==> src/rtl/eth_phy_ctrl_if.sv <==
// eth_phy_ctrl_if: SMI master handshake and user register-access bundle.
interface eth_phy_ctrl_if;
    logic        smi_ready;
    logic        smi_valid;
    logic        smi_write;
    logic [4:0]  smi_phyaddr;
    logic [4:0]  smi_register;
    logic [15:0] smi_write_value;
    logic [15:0] smi_read_value;
    logic        usr_valid;
    logic        usr_ready;
    logic        usr_write;
    logic [4:0]  usr_register;
    logic [15:0] usr_wdata;
    logic [15:0] usr_rdata;
    logic        usr_done;

    modport master (
        input  smi_ready, smi_read_value, usr_valid, usr_write, usr_register, usr_wdata,
        output smi_valid, smi_write, smi_phyaddr, smi_register, smi_write_value,
               usr_ready, usr_rdata, usr_done
    );

    modport slave (
        output smi_ready, smi_read_value, usr_valid, usr_write, usr_register, usr_wdata,
        input  smi_valid, smi_write, smi_phyaddr, smi_register, smi_write_value,
               usr_ready, usr_rdata, usr_done
    );
endinterface

==> src/rtl/eth_phy_ctrl.sv <==
// eth_phy_ctrl: PHY status poller and user MDIO access arbiter on top of an SMI master.
// Define ETH_PHY_CTRL_INIT_EN to soft-reset and configure the PHY before going idle.
module eth_phy_ctrl #(
    parameter logic [4:0]  PHYADDR         = 5'd1,
    parameter logic [23:0] POLL_CYCLES     = 24'd5_000_000,
    parameter logic [23:0] RST_WAIT_CYCLES = 24'd2_500_000
) (
    input  logic           clk_mac,
    input  logic           rst,
    eth_phy_ctrl_if.master bus,
    output logic           link_up,
    output logic           speed_100,
    output logic           full_duplex,
    output logic           status_valid
);
    typedef enum logic [2:0] {INIT_RST, INIT_WAIT, INIT_CFG, IDLE, ISSUE, WAIT_LOW, WAIT_DONE} state_t;
    typedef enum logic [2:0] {OP_RST, OP_CFG, OP_BMSR, OP_PHYSTS, OP_USR} op_t;

`ifdef ETH_PHY_CTRL_INIT_EN
    localparam state_t START = INIT_RST;
`else
    localparam state_t START = IDLE;
`endif

    state_t      state_q;
    op_t         op_q;
    logic [23:0] timer_q, timer_d, wait_q;
    logic        expire, pending_q, link_tmp_q;
    logic        valid_q, write_q, done_q;
    logic [4:0]  phy_q, reg_q;
    logic [15:0] wdata_q, rdata_q;
    logic        link_q, speed_q, duplex_q, status_q;

    assign expire  = timer_q == 24'd0;
    assign timer_d = expire ? POLL_CYCLES - 24'd1 : timer_q - 24'd1;

    assign bus.smi_valid       = valid_q;
    assign bus.smi_write       = write_q;
    assign bus.smi_phyaddr     = phy_q;
    assign bus.smi_register    = reg_q;
    assign bus.smi_write_value = wdata_q;
    assign bus.usr_ready       = (state_q == IDLE) && !rst;
    assign bus.usr_rdata       = rdata_q;
    assign bus.usr_done        = done_q;
    assign link_up             = link_q;
    assign speed_100           = speed_q;
    assign full_duplex         = duplex_q;
    assign status_valid        = status_q;

    always_ff @(posedge clk_mac) begin
        if (rst) begin
            state_q    <= START;
            op_q       <= OP_USR;
            timer_q    <= POLL_CYCLES - 24'd1;
            wait_q     <= 24'd0;
            pending_q  <= 1'b1;
            link_tmp_q <= 1'b0;
            valid_q    <= 1'b0;
            write_q    <= 1'b0;
            phy_q      <= 5'd0;
            reg_q      <= 5'd0;
            wdata_q    <= 16'h0;
            rdata_q    <= 16'h0;
            done_q     <= 1'b0;
            link_q     <= 1'b0;
            speed_q    <= 1'b0;
            duplex_q   <= 1'b0;
            status_q   <= 1'b0;
        end else begin
            timer_q <= timer_d;
            phy_q   <= PHYADDR;
            valid_q <= 1'b0;
            done_q  <= 1'b0;
            if (expire) pending_q <= 1'b1;
            case (state_q)
                INIT_RST: begin
                    {write_q, reg_q, wdata_q} <= {1'b1, 5'd0, 16'h8000};
                    op_q    <= OP_RST;
                    state_q <= ISSUE;
                end
                INIT_WAIT: begin
                    wait_q <= wait_q - 24'd1;
                    if (wait_q == 24'd0) state_q <= INIT_CFG;
                end
                INIT_CFG: begin
                    {write_q, reg_q, wdata_q} <= {1'b1, 5'd0, 16'h3300};
                    op_q    <= OP_CFG;
                    state_q <= ISSUE;
                end
                IDLE: begin
                    // a waiting user request beats a due poll; the poll stays pending
                    if (bus.usr_valid) begin
                        {write_q, reg_q, wdata_q} <= {bus.usr_write, bus.usr_register, bus.usr_wdata};
                        op_q    <= OP_USR;
                        state_q <= ISSUE;
                    end else if (pending_q) begin
                        {write_q, reg_q, wdata_q} <= {1'b0, 5'd1, 16'h0};
                        pending_q <= expire;
                        op_q      <= OP_BMSR;
                        state_q   <= ISSUE;
                    end
                end
                ISSUE: if (bus.smi_ready) begin
                    valid_q <= 1'b1;
                    state_q <= WAIT_LOW;
                end
                WAIT_LOW: state_q <= WAIT_DONE;
                WAIT_DONE: if (bus.smi_ready) begin
                    case (op_q)
                        OP_RST: begin
                            wait_q  <= RST_WAIT_CYCLES - 24'd1;
                            state_q <= INIT_WAIT;
                        end
                        OP_CFG: state_q <= IDLE;
                        OP_BMSR: begin
                            link_tmp_q <= bus.smi_read_value[2];
                            {write_q, reg_q, wdata_q} <= {1'b0, 5'd31, 16'h0};
                            op_q    <= OP_PHYSTS;
                            state_q <= ISSUE;
                        end
                        OP_PHYSTS: begin
                            link_q   <= link_tmp_q;
                            speed_q  <= bus.smi_read_value[3];
                            duplex_q <= bus.smi_read_value[4];
                            status_q <= 1'b1;
                            state_q  <= IDLE;
                        end
                        default: begin
                            if (!write_q) rdata_q <= bus.smi_read_value;
                            done_q  <= 1'b1;
                            state_q <= IDLE;
                        end
                    endcase
                end
                default: state_q <= START;
            endcase
        end
    end
endmodule

==> src/flat_wrapper.sv <==
// flat-port wrapper written by rule: the top's interface ports become plain ports
module eth_phy_ctrl_flat 
#(
    parameter logic [4:0]  PHYADDR         = 5'd1,
    parameter logic [23:0] POLL_CYCLES     = 24'd5_000_000,
    parameter logic [23:0] RST_WAIT_CYCLES = 24'd2_500_000
)
  (clk_mac, rst, link_up, speed_100, full_duplex, status_valid, bus_smi_ready, bus_smi_read_value, bus_usr_valid, bus_usr_write, bus_usr_register, bus_usr_wdata, bus_smi_valid, bus_smi_write, bus_smi_phyaddr, bus_smi_register, bus_smi_write_value, bus_usr_ready, bus_usr_rdata, bus_usr_done);
  eth_phy_ctrl_if bus_i ();
  input  logic clk_mac;
  input  logic rst;
  output logic link_up;
  output logic speed_100;
  output logic full_duplex;
  output logic status_valid;
  input wire logic [$bits(bus_i.smi_ready)-1:0] bus_smi_ready;
  input wire logic [$bits(bus_i.smi_read_value)-1:0] bus_smi_read_value;
  input wire logic [$bits(bus_i.usr_valid)-1:0] bus_usr_valid;
  input wire logic [$bits(bus_i.usr_write)-1:0] bus_usr_write;
  input wire logic [$bits(bus_i.usr_register)-1:0] bus_usr_register;
  input wire logic [$bits(bus_i.usr_wdata)-1:0] bus_usr_wdata;
  output wire logic [$bits(bus_i.smi_valid)-1:0] bus_smi_valid;
  output wire logic [$bits(bus_i.smi_write)-1:0] bus_smi_write;
  output wire logic [$bits(bus_i.smi_phyaddr)-1:0] bus_smi_phyaddr;
  output wire logic [$bits(bus_i.smi_register)-1:0] bus_smi_register;
  output wire logic [$bits(bus_i.smi_write_value)-1:0] bus_smi_write_value;
  output wire logic [$bits(bus_i.usr_ready)-1:0] bus_usr_ready;
  output wire logic [$bits(bus_i.usr_rdata)-1:0] bus_usr_rdata;
  output wire logic [$bits(bus_i.usr_done)-1:0] bus_usr_done;
  assign bus_i.smi_ready = bus_smi_ready;
  assign bus_i.smi_read_value = bus_smi_read_value;
  assign bus_i.usr_valid = bus_usr_valid;
  assign bus_i.usr_write = bus_usr_write;
  assign bus_i.usr_register = bus_usr_register;
  assign bus_i.usr_wdata = bus_usr_wdata;
  assign bus_smi_valid = bus_i.smi_valid;
  assign bus_smi_write = bus_i.smi_write;
  assign bus_smi_phyaddr = bus_i.smi_phyaddr;
  assign bus_smi_register = bus_i.smi_register;
  assign bus_smi_write_value = bus_i.smi_write_value;
  assign bus_usr_ready = bus_i.usr_ready;
  assign bus_usr_rdata = bus_i.usr_rdata;
  assign bus_usr_done = bus_i.usr_done;
  eth_phy_ctrl #(.PHYADDR(PHYADDR), .POLL_CYCLES(POLL_CYCLES), .RST_WAIT_CYCLES(RST_WAIT_CYCLES)) u_core (.clk_mac(clk_mac), .rst(rst), .bus(bus_i), .link_up(link_up), .speed_100(speed_100), .full_duplex(full_duplex), .status_valid(status_valid));
endmodule
==> config.mk <==
export PLATFORM = sky130hd
export DESIGN_NAME = eth_phy_ctrl_flat
export DESIGN_NICKNAME = d
export VERILOG_FILES = /design/src/rtl/eth_phy_ctrl_if.sv /design/src/rtl/eth_phy_ctrl.sv /design/src/flat_wrapper.sv
export SDC_FILE = /design/constraint.sdc
export NUM_CORES = 1
export LEC_CHECK = 0
export CAP_MARGIN = 20
export CORE_MARGIN = 3
export CORE_UTILIZATION = 46
export DETAILED_ROUTE_END_ITERATION = 7
export PLACE_DENSITY = 0.85
export SLEW_MARGIN = 40
export SYNTH_ARGS = -nofsm -noshare
export SYNTH_HDL_FRONTEND = slang
export SYNTH_SLANG_ARGS = --single-unit
==> constraint.sdc <==
create_clock -name clk_mac -period 2.03 [get_ports clk_mac]
set_input_delay 0.406 -clock clk_mac [delete_from_list [all_inputs] [get_ports clk_mac]]
set_output_delay 0.406 -clock clk_mac [all_outputs]
set_load 0.02 [all_outputs]
==> flow_summary.json <==
{
  "final-setup-viol-count": 0,
  "avgSynthCellArea_um2": 8.50,
  "hold_slack_ns": 0.422,
  "timing.final.crit_share": 0.996,
  "clockBufferDepth": 2,
  "fmax_mhz": 495,
  "gp_congestion": 0.880,
  "min_path_type": "in2reg",
  "wl_per_cell_um": 15.7,
  "finalClockSkew_ns": 0.00976,
  "core_area_um2": 9330,
  "clk_latency_ns": 0.38,
  "dpl.hpwl_um": 8720,
  "diodes": 0,
  "outcome": "finished, final reports clean",
  "seq_area_frac_synth": 0.454,
  "yosysUniqueCellTypes": 58,
  "final_cell_area_um2": 6130,
  "hold_depth": 3,
  "h-tree-depth": 3,
  "start_util": 0.477,
  "placementRows": 35,
  "worstMarginPinSlew_ns": 0.630,
  "area.growth.synth_to_final_pct": 37.7,
  "cts_hold_repair.buffers": 0,
  "grt_max_degree": 60,
  "cts_sinks": 101,
  "final-max-slew-violation-count": 0,
  "r2r_start": "u_core.wait_q[0]",
  "fill_cells": 746,
  "synth_edf_count": 0,
  "die-area_um2": 10900,
  "routed_wl_um": 12400,
  "p_per_area_nw_per_um2": 1500,
  "hold_viol": 0,
  "synth-async-reset-ratio": 0,
  "rr_endpoint": "u_core.wait_q[23]",
  "antenna_found_initial": 0,
  "path_class": "reg2reg",
  "synth-main-ff-cell": "dfxtp_1",
  "dr.pass1.iters": 5,
  "r2r_slack_ns": 0.009,
  "preCtsSetupSlack_ns": -0.192,
  "yosys_warnings": 0,
  "timing.slew.headroom": 0.580,
  "rsz0062_at_grt": "true",
  "clk_pin_slew_ns": 0.09,
  "cts_tree": "built",
  "vias_per_cell": 5.73,
  "endpoint_kind": "register",
  "placed_area_um2": 5820,
  "p_leak_nw": 2.24,
  "layout.nets": 701,
  "cp_data_required_time_ns": 2.31,
  "drive_gt1_frac": 0.159,
  "vias": 4520,
  "ys_ff_latch": 101,
  "critPathArrivalTime_ns": 2.30,
  "synth_area_um2": 4450,
  "num_io_pins": 92,
  "maxCapViolCount": 0,
  "detail-route-antenna-nets": 0,
  "worst_ir_drop_vdd_uv": 752,
  "r2r_cells": 4,
  "worst_slack_ns": 0.00869,
  "grt_pass1_wl_um": 20400,
  "synthCells": 524,
  "grt_overflow": 0,
  "setup_tns_ns": 0,
  "route.detailed.drc": 0,
  "die_y_um": 104,
  "whs_endpoint": "u_core.bus.smi_phyaddr[0]",
  "die_w_um": 104,
  "port-buffer-count": 87,
  "cts_root_buf": "clkbuf_8",
  "worstSetupStartpointType": "register",
  "grt_pass1_vias": 4367,
  "track_usage": 0.226,
  "period_needed_ns": 2.02,
  "min_from": "rst",
  "cts_buffers": 9,
  "drtIter0Drc": 274,
  "cp_max_fo": 6
}
[repair_timing]
| action | in CTS | in global routing |
|---|---|---|
| setup buffers | 0 | 1 |
| resized for setup | 6 | 11 |
| gates cloned | 0 | 0 |
| pin swaps | 1 | 4 |
| setup endpoints to repair | 6 | 11 |
| endpoints found under the hold margin | 0 | 0 |
[synthesized netlist by cell type, drive strengths merged (2+ instances only)]
cell type,n,share of area
clkbuf,24,0.025
a21oi,53,0.060
or3b,2,0.0039
and4,2,0.0039
mux2i,6,0.013
nor4,15,0.022
nor3b,5,0.0084
a311oi,9,0.018
nand4b,3,0.0059
nand3b,3,0.0051
or3,15,0.022
o41ai,2,0.0039
o31ai,15,0.025
nor3,15,0.017
o21ai,20,0.022
nand3,21,0.024
xnor2,5,0.0098
nor2,44,0.037
dfxtp,101,0.45
o21a,3,0.0051
a32oi,12,0.024
o211ai,2,0.0034
buf,9,0.012
a31oi,4,0.0056
nand4,5,0.0070
ha,4,0.011
a211oi,2,0.0034
o31a,3,0.0062
nand2,64,0.054
and3,2,0.0028
or2,2,0.0028
nand2b,5,0.0070
or4,17,0.029
inv,8,0.0067
xor2,7,0.014
[through the flow]
step / cells / utilization / power, mW
floorplan: 527 / - / 5.21
global placement: 772 / 0.623 / 6.98
detailed placement: 772 / 0.623 / 7.15
CTS: 788 / 0.652 / 8.86
global route: 789 / 0.658 / 9.80
finish: 789 / 0.658 / 9.20
[where the power goes]
| group | total [mW] | internal [mW] | switching, mW |
|---|---|---|---|
| Combinational | 4.86 | 2.45 | 2.41 |
| Clock | 1.51 | 0.852 | 0.660 |
| Sequential | 2.83 | 2.42 | 0.413 |
[critical path: stages, from the launching register on]
cell and delay (ns):
dfxtp_1 0.37, or4_1 0.59, nor4_4 0.32, or4b_1 0.49, mux2i_1 0.14
[final cells by class]
type,instances,area (µm²),area share
Clock inverter,4,95.1,0.0155
Tap cell,129,161,0.0263
Timing Repair Buffer,150,1350,0.220
Sequential cell,101,2030,0.330
Multi-Input combinational cell,384,2320,0.378
Clock buffer,12,145,0.0237
Inverter,9,33.8,0.00551
[cell families after synthesis]
| logic type | Yosys count | share of synthesized area |
|---|---|---|
| and+or+nand+nor | 226 | 0.263 |
| AOI/OAI and AO/OA | 132 | 0.190 |
| DFF | 101 | 0.454 |
| buffers and inverters | 42 | 0.0438 |
| xor gates and xnor gates | 12 | 0.0236 |
| muxes | 6 | 0.0135 |
| adders and majority gates | 4 | 0.0112 |
| other | 1 | 0.000842 |
[metal layers]
layer / vias to the layer above / track usage / wire, µm
li1: 2184 / - / -
met1: 2177 / 0.266 / 5030
met2: 129 / 0.392 / 6480
met3: 30 / 0.0621 / 608
met4: 0 / 0.0817 / 284
met5: - / 0 / 0
[how the worst max path moves through the flow]
stage,from,end,slack (ns),cells past startpoint
floorplan,u_core.wait_q[3],u_core.wait_q[12],-0.02,6
global placement,bus_smi_ready,u_core.wait_q[10],-0.17,6
detailed placement,bus_smi_ready,u_core.wait_q[10],-0.19,6
CTS,u_core.wait_q[5],u_core.wait_q[10],0.02,4
global route,u_core.wait_q[0],u_core.wait_q[23],-0.03,4
finish,u_core.wait_q[0],u_core.wait_q[23],0.009,4
[cells in the final DEF (no fill, tap or decap), types with 4 or more instances in the layout]
master           Yosys  final
nand4_1              5      5
buf_4                4     62
conb_1               1      4
nor4_1              14     10
or4_4                0      4
dfxtp_2              0      4
nand2b_1             5      5
nor4_2               1      4
mux2i_1              6      6
clkbuf_8             2     10
xor2_1               7      7
xnor2_1              5      5
inv_1                8      8
nand2_1             64     64
or4_1               16     12
nand3_1             21     21
a32oi_1             12     12
clkdlybuf4s50_1      0     85
dfxtp_1            101     97
nor3_1              15     15
nor2_1              44     44
o31ai_1             15     15
a21oi_1             53     53
a311oi_1             9      9
a31oi_1              4      4
ha_1                 4      4
o21ai_0             19     19
or3_1               12     10
[flip-flops by register name (all words and copies together) (netlist names), 3 cells and up]
name / cells
u_core.bus.smi_write_value: 16
u_core.bus.smi_register: 5
u_core.wait_q: 24
u_core.timer_q: 24
u_core.state_q: 3
u_core.op_q: 3
u_core.bus.usr_rdata: 16
No activity file was read; power rests on OpenSTA's default activity.
